File: src/rtl/instr_encoder.sv
// instr_encoder: packs symbolic instruction requests into 32-bit MIPS words,
// buffers them in a small FIFO and writes them sequentially into instruction
// memory.
//   clk, rst           clock, synchronous active-high reset
//   in_valid/in_ready  request handshake; in_kind selects the instruction
//   in_rs/rt/rd/imm/target  instruction fields (unused fields ignored)
//   restart            clears FIFO, address counter and word count
//   mem_we/mem_ready   memory write handshake; mem_addr/mem_wdata payload
//   word_count         words written since reset/restart (saturating)
//   err_illegal        one-cycle pulse after an accepted illegal kind
module instr_encoder #(
    parameter int unsigned DEPTH     = 4,
    parameter int unsigned ADDR_W    = 10,
    parameter int unsigned BASE_ADDR = 0
) (
    input  logic              clk,
    input  logic              rst,
    input  logic              in_valid,
    output logic              in_ready,
    input  logic [3:0]        in_kind,
    input  logic [4:0]        in_rs,
    input  logic [4:0]        in_rt,
    input  logic [4:0]        in_rd,
    input  logic [15:0]       in_imm,
    input  logic [25:0]       in_target,
    input  logic              restart,
    output logic              mem_we,
    input  logic              mem_ready,
    output logic [ADDR_W-1:0] mem_addr,
    output logic [31:0]       mem_wdata,
    output logic [15:0]       word_count,
    output logic              err_illegal
);

    localparam int unsigned PTR_W = $clog2(DEPTH);
    localparam int unsigned CNT_W = PTR_W + 1;

    logic [31:0]       fifo_q [DEPTH];
    logic [PTR_W-1:0]  rd_ptr_q, rd_ptr_d;
    logic [PTR_W-1:0]  wr_ptr_q, wr_ptr_d;
    logic [CNT_W-1:0]  cnt_q, cnt_d;
    logic [ADDR_W-1:0] addr_q, addr_d;
    logic [15:0]       wc_q, wc_d;
    logic              err_q, err_d;

    logic [31:0] enc_word;
    logic        enc_legal;
    logic        accept;
    logic        push;
    logic        pop;

    // Instruction field packing
    always_comb begin
        enc_word  = 32'h0;
        enc_legal = 1'b1;
        unique case (in_kind)
            4'd0:  enc_word = {6'b000000, in_rs, in_rt, in_rd, 5'b0, 6'b100000};
            4'd1:  enc_word = {6'b000000, in_rs, in_rt, in_rd, 5'b0, 6'b100010};
            4'd2:  enc_word = {6'b000000, in_rs, in_rt, in_rd, 5'b0, 6'b100100};
            4'd3:  enc_word = {6'b000000, in_rs, in_rt, in_rd, 5'b0, 6'b100101};
            4'd4:  enc_word = {6'b000000, in_rs, in_rt, in_rd, 5'b0, 6'b101010};
            4'd5:  enc_word = {6'b001000, in_rs, in_rt, in_imm};
            4'd6:  enc_word = {6'b001100, in_rs, in_rt, in_imm};
            4'd7:  enc_word = {6'b001101, in_rs, in_rt, in_imm};
            4'd8:  enc_word = {6'b001010, in_rs, in_rt, in_imm};
            4'd9:  enc_word = {6'b101011, in_rs, in_rt, in_imm};
            4'd10: enc_word = {6'b100011, in_rs, in_rt, in_imm};
            4'd11: enc_word = {6'b000010, in_target};
            default: enc_legal = 1'b0;
        endcase
    end

    // in_ready reflects registered occupancy only; a pop while full does not free a slot this cycle
    assign in_ready    = (cnt_q != CNT_W'(DEPTH));
    assign mem_we      = (cnt_q != '0);
    assign mem_wdata   = mem_we ? fifo_q[rd_ptr_q] : 32'h0;
    assign mem_addr    = addr_q;
    assign word_count  = wc_q;
    assign err_illegal = err_q;

    assign accept = in_valid & in_ready;
    assign push   = accept & enc_legal & ~restart;
    assign pop    = mem_we & mem_ready & ~restart;

    // Next-state for pointers, occupancy, address and counters
    always_comb begin
        rd_ptr_d = rd_ptr_q;
        wr_ptr_d = wr_ptr_q;
        cnt_d    = cnt_q;
        addr_d   = addr_q;
        wc_d     = wc_q;
        err_d    = 1'b0;
        if (restart) begin
            rd_ptr_d = '0;
            wr_ptr_d = '0;
            cnt_d    = '0;
            addr_d   = ADDR_W'(BASE_ADDR);
            wc_d     = 16'h0;
        end else begin
            err_d = accept & ~enc_legal;
            if (push) begin
                wr_ptr_d = wr_ptr_q + PTR_W'(1);
            end
            if (pop) begin
                rd_ptr_d = rd_ptr_q + PTR_W'(1);
                addr_d   = addr_q + ADDR_W'(4);
                if (wc_q != 16'hFFFF) begin
                    wc_d = wc_q + 16'd1;
                end
            end
            if (push && !pop) begin
                cnt_d = cnt_q + CNT_W'(1);
            end else if (pop && !push) begin
                cnt_d = cnt_q - CNT_W'(1);
            end
        end
    end

    // Control state registers
    always_ff @(posedge clk) begin
        if (rst) begin
            rd_ptr_q <= '0;
            wr_ptr_q <= '0;
            cnt_q    <= '0;
            addr_q   <= ADDR_W'(BASE_ADDR);
            wc_q     <= 16'h0;
            err_q    <= 1'b0;
        end else begin
            rd_ptr_q <= rd_ptr_d;
            wr_ptr_q <= wr_ptr_d;
            cnt_q    <= cnt_d;
            addr_q   <= addr_d;
            wc_q     <= wc_d;
            err_q    <= err_d;
        end
    end

    // FIFO storage needs no reset; empty entries are masked at the output
    always_ff @(posedge clk) begin
        if (!rst && push) begin
            fifo_q[wr_ptr_q] <= enc_word;
        end
    end

endmodule

File: config.mk
export PLATFORM = sky130hd
export DESIGN_NAME = instr_encoder
export DESIGN_NICKNAME = d
export VERILOG_FILES = /design/src/rtl/instr_encoder.sv
export SDC_FILE = /design/constraint.sdc
export NUM_CORES = 1
export LEC_CHECK = 0
export ABC_CLOCK_PERIOD_IN_PS = 3400
export BUFFER_PORTS_ARGS = -buffer_cell sky130_fd_sc_hd__buf_2
export CORE_UTILIZATION = 56
export DETAILED_ROUTE_END_ITERATION = 8
export PLACE_DENSITY = 0.79
export SLEW_MARGIN = 20
export SYNTH_ARGS = -nofsm -noshare
export SYNTH_HDL_FRONTEND = slang
export SYNTH_SLANG_ARGS = --single-unit
File: constraint.sdc
create_clock -name clk -period 3.4 [get_ports clk]
set_clock_uncertainty 0.1 [all_clocks]
set_input_delay 0.34 -clock clk [delete_from_list [all_inputs] [get_ports clk]]
set_output_delay 0.34 -clock clk [all_outputs]
set_load 0.01 [all_outputs]
==> flow_metrics.tcl <==
set metrics [dict create \
    rsz0062_at_grt "false" \
    cts_setup_buffers 0 \
    drt_iter0_markers 299 \
    placement.io_buffers 123 \
    fin_tns_setup_ns 0 \
    start_util_pct 57.8 \
    yosysTopAreaCellShare_pct 53.2 \
    cts.htree.levels 4 \
    ys_seq_elements 158 \
    rr_endpoint "cnt_q[2]" \
    ios 127 \
    die_h_um 114 \
    cts.sinks 158 \
    nets 679 \
    reg2reg_setup_slack_ns 0.67 \
    cts_tree "built" \
    grt_pass1_wl_mm 22.9 \
    peakVddDrop_mv 0.386 \
    synthArstFlopShare_pct 0 \
    synth_top_cell_by_area "edfxtp_1" \
    clock.fmax_ghz 0.366 \
    die-area_um2 13000 \
    gr-total-overflow 0 \
    hold_buffers 0 \
    grt.total_usage_pct 24.2 \
    cts_buffers 17 \
    drc 0 \
    min_path_type "input port to flop" \
    wl_mm 14.8 \
    antenna_found_initial 2 \
    synth.yosys.seq_area_share_pct 62.9 \
    slew_viol_final 0 \
    maxSlewHeadroom_pct 30.7 \
    cp.required_ns 3.65 \
    insertion_delay_ns 0.42 \
    hold_viol_final 0 \
    routedWlPerCell_um 18.7 \
    layout_commonest_cell "edfxtp_1" \
    dr.pass1.iters 5 \
    cts_buffer_depth 2 \
    antenna_violating_nets_post_route 0 \
    worst_pin_slew_ns 1.03 \
    start_kind "flop" \
    synth_edf_count 124 \
    endpoint "cnt_q[2]" \
    hold-worst-slack_ns 0.0872 \
    power_density_nw_per_um2 528 \
    dpl_worst_slack_ns 0.677 \
    die_width_um 114 \
    syn_inst 478 \
    cts_root_buf "clkbuf_16" \
    run_status "completed" \
    vias 4599 \
    area_delta_synth_final_pct 20.5 \
    viasPerCell 5.84 \
    post-route-period-util_pct 80.4 \
    place_congestion 0.835 \
    r2r_cells 9 \
    rows 40 \
    layout_min_cycle_time_ns 2.73 \
    critPathCaptureType "flop" \
    leakagePower_uw 0.00321 \
    worstPathArrival_ns 2.99 \
    clkTransAtPathRegs_ns 0.06 \
    r2r_start "cnt_q[0]" \
    cts_resized 0 \
    grt_pass1_vias 4452 \
    grt_max_degree 37 \
    synthTopCellsByArea "edfxtp_1 53%, mux4_2 10%, dfxtp_1 9.7%, and2_1 3.0%, a22o_1 2.1%" \
    syn_area_per_cell_um2 14.7 \
    setup_viol 0 \
    ys.flop_type "edfxtp_1" \
    layout_common_cells "124 x edfxtp_1, 123 x buf_2, 34 x and2_1" \
    criticalPathCategory "flop to flop" \
    drive_gt1_share_pct 34.5 \
    drv_cap 0 \
    synth_cell_types 64 \
    ys.warnings.count 0 \
    core_area_um2 12100 \
    crit_fanout 12 \
    setup_slack_ns 0.665 \
    dp_hpwl_mm 9.29 \
    critPathLaunch "cnt_q[0]" \
    post_synth_instance_area_um2 7000 \
]
[kinds of logic after synthesis]
group,after synthesis,share of synthesized area (%)
other,1,0.0535
XOR/XNOR,13,1.63
flip-flops,158,62.9
AO/OA/AOI/OAI,77,8.00
multiplexers,35,10.6
buffers and inverters,40,2.57
adder cells (fa/ha/maj),8,1.54
AND/OR/NAND/NOR,146,12.7
[layer usage]
metal | global-route usage [%] | routed length [µm] | vias to the layer above
met5 | 0 | 0 | -
met4 | 8.57 | 176 | 0
met3 | 7.07 | 988 | 20
met2 | 41.0 | 7630 | 184
met1 | 29.7 | 5950 | 2259
li1 | - | - | 2136
[worst min path at each step]
stage                      startpoint          end  depth (start not counted)
final                        in_valid  err_illegal                          3
after detailed placement  mem_addr[3]  mem_addr[3]                          2
after global placement    mem_addr[3]  mem_addr[3]                          2
after CTS                    in_valid  err_illegal                          3
after floorplan           rd_ptr_q[1]         flop                          2
after global routing         in_valid  err_illegal                          3
[final cells by class]
class,instances,area [µm²]
antenna,2,5.00
clock buffer,24,536
fill,837,3670
sequential,158,4410
multi-input combinational,282,2430
tap,168,210
clock inverter,8,123
inverter,14,52.6
timing repair buffer,132,683
[registers in the layout, summed over array words and instances, names as in the netlist, named ones only]
signal	flops
fifo_q	124
word_count	16
mem_addr	8
cnt_q	3
rd_ptr_q	2
wr_ptr_q	2
err_illegal	1
[synthesized netlist by cell type (2+ instances only)]
library cell and count:
nand4_1 10, xnor2_1 9, nand2_1 18, o41ai_1 3, o311ai_0 4, clkbuf_1 11, a22oi_1 4, o31ai_1 2
a21o_1 2, and2_1 34, a31oi_1 2, a221o_1 5, dfxtp_1 34, ha_1 7, a22o_1 17, xor2_1 4
nor4_1 3, nor3_1 4, nor4b_1 2, buf_1 2, a21oi_1 17, and3_1 13, nand3_1 12, or4_1 4
or3_2 2, a21o_2 2, buf_4 3, or3_1 2, buf_2 9, and4_1 4, mux2i_1 3, o21ai_0 8
mux4_2 31, edfxtp_1 124, nor2_1 23, inv_1 13, a211oi_1 4
[where the power goes]
part | leakage (µW) | total (µW) | internal (µW) | switching, µW
Sequential | 0.00141 | 2120 | 2110 | 7.50
Combinational | 0.00147 | 290 | 117 | 172
Clock | 0.000326 | 2050 | 1330 | 722
[worst max-delay path, stage by stage, from the launching register on]
cell	delay, ns
dfxtp_1	0.37
nor3_4	0.52
nor2_8	0.10
inv_1	0.26
ha_1	0.25
inv_1	0.06
fa_1	0.38
xor2_1	0.17
or3_1	0.31
a21oi_1	0.14
[stage by stage]
step                total power (µW)  cell area (µm²)  cells  util (%)
floorplan                       2340             7010    480         -
global placement                2440             7780    754      64.2
detailed placement              2450             7780    754      64.2
CTS                             4490             8440    786      69.7
global route                    4590             8440    787      69.7
finish                          4460             8440    788      69.7
No activity file was read; power rests on OpenSTA's default activity.
